--- src/rtl/apb_spi_master_ctrl.sv ---
// APB3 slave that sequences 16-bit SPI master transfers (CPHA=0, MSB first).
// Defining APB_SPI_IRQ_EN adds a stored CTRL.IRQ_EN bit and a registered irq output.
module apb_spi_master_ctrl #(
    parameter int         DATA_W  = 16,
    parameter logic [7:0] DIV_RST = 8'd3
) (
    input  logic              PCLK,
    input  logic              PRESET,
    input  logic              PSEL,
    input  logic              PENABLE,
    input  logic              PWRITE,
    input  logic [3:0]        PADDR,
    input  logic [DATA_W-1:0] PWDATA,
    output logic [DATA_W-1:0] PRDATA,
    output logic              PREADY,
    output logic              PSLVERR,
    output logic              SCLK,
    output logic              MOSI,
    input  logic              MISO,
    output logic              SS_n
`ifdef APB_SPI_IRQ_EN
    ,
    output logic              irq
`endif
);

    localparam int              HP_W    = $clog2(2*DATA_W);
    localparam logic [HP_W-1:0] HP_LAST = HP_W'(2*DATA_W-1);

    typedef enum logic [1:0] {IDLE, ASSERT, SHIFT, RELEASE} state_t;
    state_t state, state_nxt;

    logic [7:0]        div, cnt;
    logic              cpol, done, irq_en_q;
    logic [DATA_W-1:0] txdata, rxdata, tx_sh, rx_sh;
    logic [HP_W-1:0]   hp;
    logic [1:0]        sel;
    logic              access, busy, tc, load_cnt, set_done;
    logic              wr_ctrl, wr_tx, rd_rx, start;
    logic              unused;

    assign sel     = PADDR[3:2];
    assign access  = PSEL & PENABLE;
    assign busy    = (state != IDLE);
    assign tc      = (cnt == 8'd0);
    assign wr_ctrl = access & PWRITE & (sel == 2'd0) & ~busy;
    assign wr_tx   = access & PWRITE & (sel == 2'd2) & ~busy;
    assign rd_rx   = access & ~PWRITE & (sel == 2'd3);
    assign start   = wr_ctrl & PWDATA[9];
    assign PREADY  = 1'b1;
    // STATUS/RXDATA (sel[0]=1) are never writable; CTRL/TXDATA reject writes while busy
    assign PSLVERR = access & PWRITE & (sel[0] | busy);
    assign unused  = ^{PADDR[1:0], PWDATA[DATA_W-1:10]};

    always_ff @(posedge PCLK or posedge PRESET) begin
        if (PRESET) state <= IDLE;
        else        state <= state_nxt;
    end

    always_comb begin
        state_nxt = state;
        load_cnt  = 1'b0;
        set_done  = 1'b0;
        case (state)
            IDLE: begin
                if (start) begin
                    state_nxt = ASSERT;
                    load_cnt  = 1'b1;
                end
            end
            ASSERT: begin
                if (tc) begin
                    state_nxt = SHIFT;
                    load_cnt  = 1'b1;
                end
            end
            SHIFT: begin
                if (tc) begin
                    load_cnt = 1'b1;
                    if (hp == HP_LAST) state_nxt = RELEASE;
                end
            end
            RELEASE: begin
                if (tc) begin
                    state_nxt = IDLE;
                    set_done  = 1'b1;
                end
            end
            default: state_nxt = IDLE;
        endcase
    end

    always_ff @(posedge PCLK or posedge PRESET) begin
        if (PRESET) begin
            div    <= DIV_RST;
            cpol   <= 1'b0;
            txdata <= '0;
            rxdata <= '0;
            done   <= 1'b0;
            cnt    <= '0;
            hp     <= '0;
            tx_sh  <= '0;
            rx_sh  <= '0;
            SCLK   <= 1'b0;
            MOSI   <= 1'b0;
            SS_n   <= 1'b1;
        end else begin
            if (wr_ctrl) begin
                div  <= PWDATA[7:0];
                cpol <= PWDATA[8];
            end
            if (wr_tx) txdata <= PWDATA;

            if (set_done)   done <= 1'b1;
            else if (rd_rx) done <= 1'b0;

            // the START write may carry a new DIV, so the first load takes it from PWDATA
            if (load_cnt)  cnt <= start ? PWDATA[7:0] : div;
            else if (!tc)  cnt <= cnt - 8'd1;

            case (state)
                IDLE: begin
                    SCLK <= start ? PWDATA[8] : cpol;
                    if (start) begin
                        tx_sh <= txdata;
                        MOSI  <= txdata[DATA_W-1];
                        SS_n  <= 1'b0;
                        hp    <= '0;
                    end
                end
                SHIFT: begin
                    if (tc) begin
                        SCLK <= ~SCLK;
                        hp   <= hp + HP_W'(1);
                        if (!hp[0]) begin
                            rx_sh <= {rx_sh[DATA_W-2:0], MISO};
                        end else begin
                            tx_sh <= {tx_sh[DATA_W-2:0], 1'b0};
                            MOSI  <= tx_sh[DATA_W-2];
                        end
                    end
                end
                RELEASE: begin
                    SCLK <= cpol;
                    if (tc) begin
                        SS_n   <= 1'b1;
                        rxdata <= rx_sh;
                    end
                end
                default: ;
            endcase
        end
    end

`ifdef APB_SPI_IRQ_EN
    always_ff @(posedge PCLK or posedge PRESET) begin
        if (PRESET) begin
            irq_en_q <= 1'b0;
            irq      <= 1'b0;
        end else begin
            if (wr_ctrl) irq_en_q <= PWDATA[10];
            irq <= done & irq_en_q;
        end
    end
`else
    assign irq_en_q = 1'b0;
`endif

    always_comb begin
        PRDATA = '0;
        if (PSEL && !PWRITE) begin
            case (sel)
                2'd0: PRDATA[10:0] = {irq_en_q, 1'b0, cpol, div};
                2'd1: PRDATA[1:0]  = {done, busy};
                2'd2: PRDATA       = txdata;
                // a read racing the DONE set returns the word being committed
                default: PRDATA    = set_done ? rx_sh : rxdata;
            endcase
        end
    end

endmodule

--- config.mk ---
export PLATFORM = sky130hd
export DESIGN_NAME = apb_spi_master_ctrl
export DESIGN_NICKNAME = d
export VERILOG_FILES = /design/src/rtl/apb_spi_master_ctrl.sv
export SDC_FILE = /design/constraint.sdc
export NUM_CORES = 1
export LEC_CHECK = 0
export CAP_MARGIN = 20
export CORE_ASPECT_RATIO = 0.9
export CORE_MARGIN = 5
export CORE_UTILIZATION = 55
export DETAILED_ROUTE_END_ITERATION = 16
export DONT_BUFFER_PORTS = 1
export PLACE_DENSITY = 0.73
export SLEW_MARGIN = 25
export SYNTH_ARGS = -nofsm -noshare
export SYNTH_HDL_FRONTEND = slang
export SYNTH_SLANG_ARGS = --single-unit
--- constraint.sdc ---
create_clock -name PCLK -period 3.24 [get_ports PCLK]
set_clock_uncertainty 0.15 [all_clocks]
set_input_delay 0.972 -clock PCLK [delete_from_list [all_inputs] [get_ports PCLK]]
set_output_delay 0.972 -clock PCLK [all_outputs]
set_load 0.02 [all_outputs]
* Word-level counts from Yosys, hierarchy flattened
Cells that the tools add are included.
Widths: inputs -> output; s select.
** Storage, ports and cells
- Register bits after elaboration :: 91
- Bits of input ports :: 26
** Cells by class
- $add $sub $neg :: 2
- Equal/unequal tests :: 14
- Mux-type cells :: 37
- Bitwise logic cells :: 15
- Reduce and logical (&&, ||, !) cells :: 19
** Operator list (count)
- $mux 15 :: 3
- $mux 16 :: 2
- $pmux 15 s2 :: 1
- $pmux 9 s3 :: 1
- $mux 8 :: 3
- $pmux 5 s2 :: 2
- $mux 1 :: 12
- $ne 2x2->1 const B :: 6
- $and 1x1->1 :: 10
- $mux 2 :: 5
- $mux 5 :: 2
- $reduce_and 3->1 :: 3
- $eq 2x2->1 const B :: 4
- $logic_not 8->1 :: 1
- $pmux 2 s4 :: 1
- $reduce_bool 2->1 :: 4
- $sub 8x1->8 const B :: 1
- $pmux 1 s2 :: 3
- $pmux 2 s3 :: 1
- $add 5x1->5 const B :: 1
- $eq 5x5->1 const B :: 1
- $reduce_and 5->1 :: 1
- $eq 2x1->1 const B :: 2
- $logic_not 2->1 :: 2
- other kinds (10) :: 15

* Depth between registers and ports, before layout
- Depth in word-level cells :: 8
- Depth in mapped cells :: 8
- Mapped depth without buffers :: 6

* Worst setup path before layout
Ideal clock, no wire load.
- Path type :: input to output
- Start :: input port PADDR[2]
- End :: output port PRDATA[1]
- Data arrival time :: 2.166 ns
- Data required time :: 2.118 ns
- Setup slack :: -0.048 ns
- Stages on the path :: 5
- Cell sequence :: clkbuf_1 and3_1 clkbuf_1 buf_2 a22o_1
** On the way
- Word-level cells in the longest chain between the ends :: 3
** Ends and longest elaborated chain
- start, declared :: RTL line 12 : input logic [3:0] PADDR,
- $eq 2x2->1, or another cell as far along :: RTL line 172 : case (sel)
- $pmux 2 s3 (*) :: RTL line 172
- $mux 16 (*) :: RTL line 171 : if (PSEL && !PWRITE) begin
- end, declared :: RTL line 14 : output logic [DATA_W-1:0] PRDATA,
Every way passes the cells marked *; elsewhere a longest branch is shown, timed or not.

* Final worst setup path
- Start :: register cnt[1]
- End :: output port PRDATA[5]
** On the way
- Word-level cells in the longest chain between the ends :: 6
** Ends and longest elaborated chain
- start, declared :: RTL line 33 : logic [7:0] div, cnt;
- start signal, assigned :: RTL line 118 : if (load_cnt) cnt <= start ? PWDATA[7:0] : div;
- start signal, assigned :: RTL line 119 : else if (!tc) cnt <= cnt - 8'd1;
- $logic_not 8->1 :: RTL line 45 : assign tc = (cnt == 8'd0);
- $mux 1 :: RTL line 84 : if (tc) begin
- $mux 1 :: RTL line 64 : case (state)
- $mux 16 :: RTL line 177 : default: PRDATA = set_done ? rx_sh : rxdata;
- $pmux 9 s3 :: RTL line 172
- $mux 16 :: RTL line 171
No other way between the ends.

==> results.cfg <==
[global_routing]
grt_pass1_vias = 3781
grtUsageTotal_pct = 23.60
grt_max_degree = 49
gr-total-overflow = 0
antenna_found_initial = 1
grt_pass1_wl_mm = 19.86

[route]
dr.first_iter.drc_count = 203
ant_nets = 0
vias = 3566
vias_per_cell = 6.345
dr.pass1.iters = 5
drt-wirelength-per-cell_microns = 21.63
wl_mm = 12.16
drcViolationCount = 0

[finish]
nFillCells = 681
nNetsFinal = 475
areaGrowthSynthToFinish_pct = 14.77
fin_area_sq_um = 5599
drive_above_1_share_pct = 33.41
diodes = 0

[cts]
clockBufferDepth = 2
cts_root_buf = clkbuf_8
clk_pin_slew_ns = 0.09
cts_buffers = 9
cts_tree = yes
cts_max_level = 3
clock_latency_ns = 0.36
cts_sinks = 91
cts_hold_buf = 0

[placed_design]
port_buffers = 0
pre_cts_ws_ns = 0.1331
gp_congestion = 0.8426
dp.final_hpwl_mm = 8.085
dpl_cell_area_sq_um = 5114

[sta]
rsz0062_at_grt = yes
worst_pin_slew_ns = 0.7766
final-hold-violation-count = 0
setup_slack_ns = -0.07462
fin_crit_ns = 3.315
finalSetupViolCount = 16
finalMaxSlewViolations = 0
max_clock_freq_ghz = 0.3017
post-route-period-util_pct = 102.3
slew_headroom_pct = 48.11

[worst_setup_path]
path_max_fanout = 8
crit_required_ns = 2.12
end_kind = output port
arrival_ns = 2.19
startpoint_type = register
critPathKind = reg -> out

[yosys]
yosysTopAreaCell = dfrtp_1
seq_area_frac_synth_pct = 46.76
synth-edff-count = 0
syn_area_sq_um = 4878
syn-num-nets = 455
synth_cell_types = 57
async_flop_share_pct = 100.0
synth_cells = 419
avgSynthCellArea_sq_um = 11.64
ys_ff_latch = 91
synth_ff_type = dfrtp_1
yosysWarningCount = 0
yosysTopAreaCellShare_pct = 45.14
synth_area_leaders = dfrtp_1 45%, mux2_2 13%, mux2i_1 4.9%

[power]
p_leak_nw = 2.579
peakVddDrop_v = 0.0004910
power.density_nw_per_um2 = 782.6

[floorplanning]
die_y_microns = 99.35
num_io_pins = 47
start_util_pct = 56.67
num_rows = 32
die-area_sq_um = 10860
core_area_sq_um = 8608
die_w_microns = 109.3

[flow_run]
drv_cap = 0

[run_status]
failed_checks = setup timing
status = complete, but fails checks

[worst_hold_path]
hp-class = reg -> reg
## cell type report
cell class	count	area (sq um)	share of cell area, %
Inverter	9	37.54	0.6704
Tap cell	119	148.9	2.659
Clock inverter	5	85.08	1.520
Clock buffer	10	137.6	2.458
Multi-Input combinational cell	288	2550	45.54
Timing Repair Buffer	40	356.6	6.369
Sequential cell	91	2283	40.78
## report_power, final
part / switching (W) / leakage, nW / internal, W / total [W]
Combinational: 0.000838 / 1.29 / 0.000797 / 0.00164
Sequential: 0.000381 / 1.17 / 0.00149 / 0.00188
Clock: 0.000414 / 0.109 / 0.000457 / 0.000871
Total: 0.00163 / 2.58 / 0.00275 / 0.00438
## path summary, 6_finish.rpt
kind,from,to,slack (ns),depth (start not counted)
worst max-delay path,cnt[1],PRDATA[5],-0.07,8
worst min register to register,rxdata[3],rxdata[3],0.35,1
worst min-delay path,rxdata[3],rxdata[3],0.35,1
max in group asynchronous,PRESET,hp[3],1.81,2
min in group asynchronous,PRESET,rx_sh[3],0.45,1
worst max register to register,state[0],state[1],0.65,7
## synthesized netlist by cell type, types with 4 or more instances
cell / instances
o2bb2ai_1: 8
clkbuf_1: 16
dfrtp_1: 88
nor3_1: 4
mux2i_1: 24
nand3b_1: 4
a22o_1: 10
o21ai_0: 22
a21oi_1: 23
nand3_1: 5
o22ai_1: 5
nor2_1: 12
and3_1: 4
nand4b_1: 14
mux2_2: 58
nor4_1: 14
nand2_1: 11
ha_1: 10
o211a_1: 13
inv_1: 9
buf_2: 9
## stage by stage
| step | utilization [%] | hold WS (ns) | setup TNS, ns | cells | power (W) |
|---|---|---|---|---|---|
| 2_1_floorplan | - | 0.3158 | 0 | 419 | 0.002904 |
| 4_1_cts | 64.67 | 0.3563 | -0.7746 | 560 | 0.004348 |
| 3_3_place_gp | 59.40 | 0.3282 | 0 | 536 | 0.003280 |
| 6_report | 65.04 | 0.3531 | -0.9009 | 562 | 0.004382 |
| 3_5_place_dp | 59.40 | 0.3310 | 0 | 536 | 0.003371 |
| 5_1_grt | 65.04 | 0.3708 | -2.325 | 562 | 0.004643 |
## cells in the final DEF (no fill, tap or decap), types with 5 or more instances in the layout
cell      count
nand2_1      11
nand3_1       5
clkbuf_8     10
o211a_1      13
o21ai_0      22
nor2_1       12
buf_4        34
inv_1         6
mux2_4        7
o22ai_1       5
nand4b_1     14
a21oi_1      23
mux2_2       54
mux2i_1      24
ha_1          8
dfrtp_1      86
nor4_1       14
a22o_4        9
## critical path, cell delays in order, from the launching register on
cell       delay (ns)
dfrtp_1          0.40
inv_2            0.10
ha_4             0.13
nor3b_4          0.23
nand3_4          0.17
buf_12           0.19
mux2_2           0.30
o2bb2ai_2        0.14
buf_6            0.15
## metal layers
metal	share of wire (%)	vias to the layer above	track usage (%)
li1	-	1613	-
met1	43	1809	30.85
met2	49	124	38.43
met3	6.1	18	5.321
met4	2.0	2	8.725
met5	0.11	-	0
## kinds of logic after synthesis
| kind of cell | synth area share (%) |
|---|---|
| AOI/OAI and AO/OA | 13.49 |
| xor gates and xnor gates | 0.8978 |
| adders and majority gates | 2.565 |
| buffers and inverters | 3.847 |
| DFF | 46.76 |
| muxes | 19.24 |
| other | 0.07687 |
| and+or+nand+nor | 13.13 |
## what timing repair did
action	4_1_cts	5_1_grt
hold endpoints to repair	0	0
endpoints found under the setup margin	16	16
cloned	1	0
pin swaps	1	3
setup buffers	8	2
gates resized for setup	32	4
## flip-flops by register name, indices dropped and copies added, names as in the netlist, 2 cells and up
signal and cells:
cnt 8, div 8, hp 5, rx_sh 16
rxdata 16, state 2, tx_sh 15, txdata 16
Power figures use the tool's default switching activity.
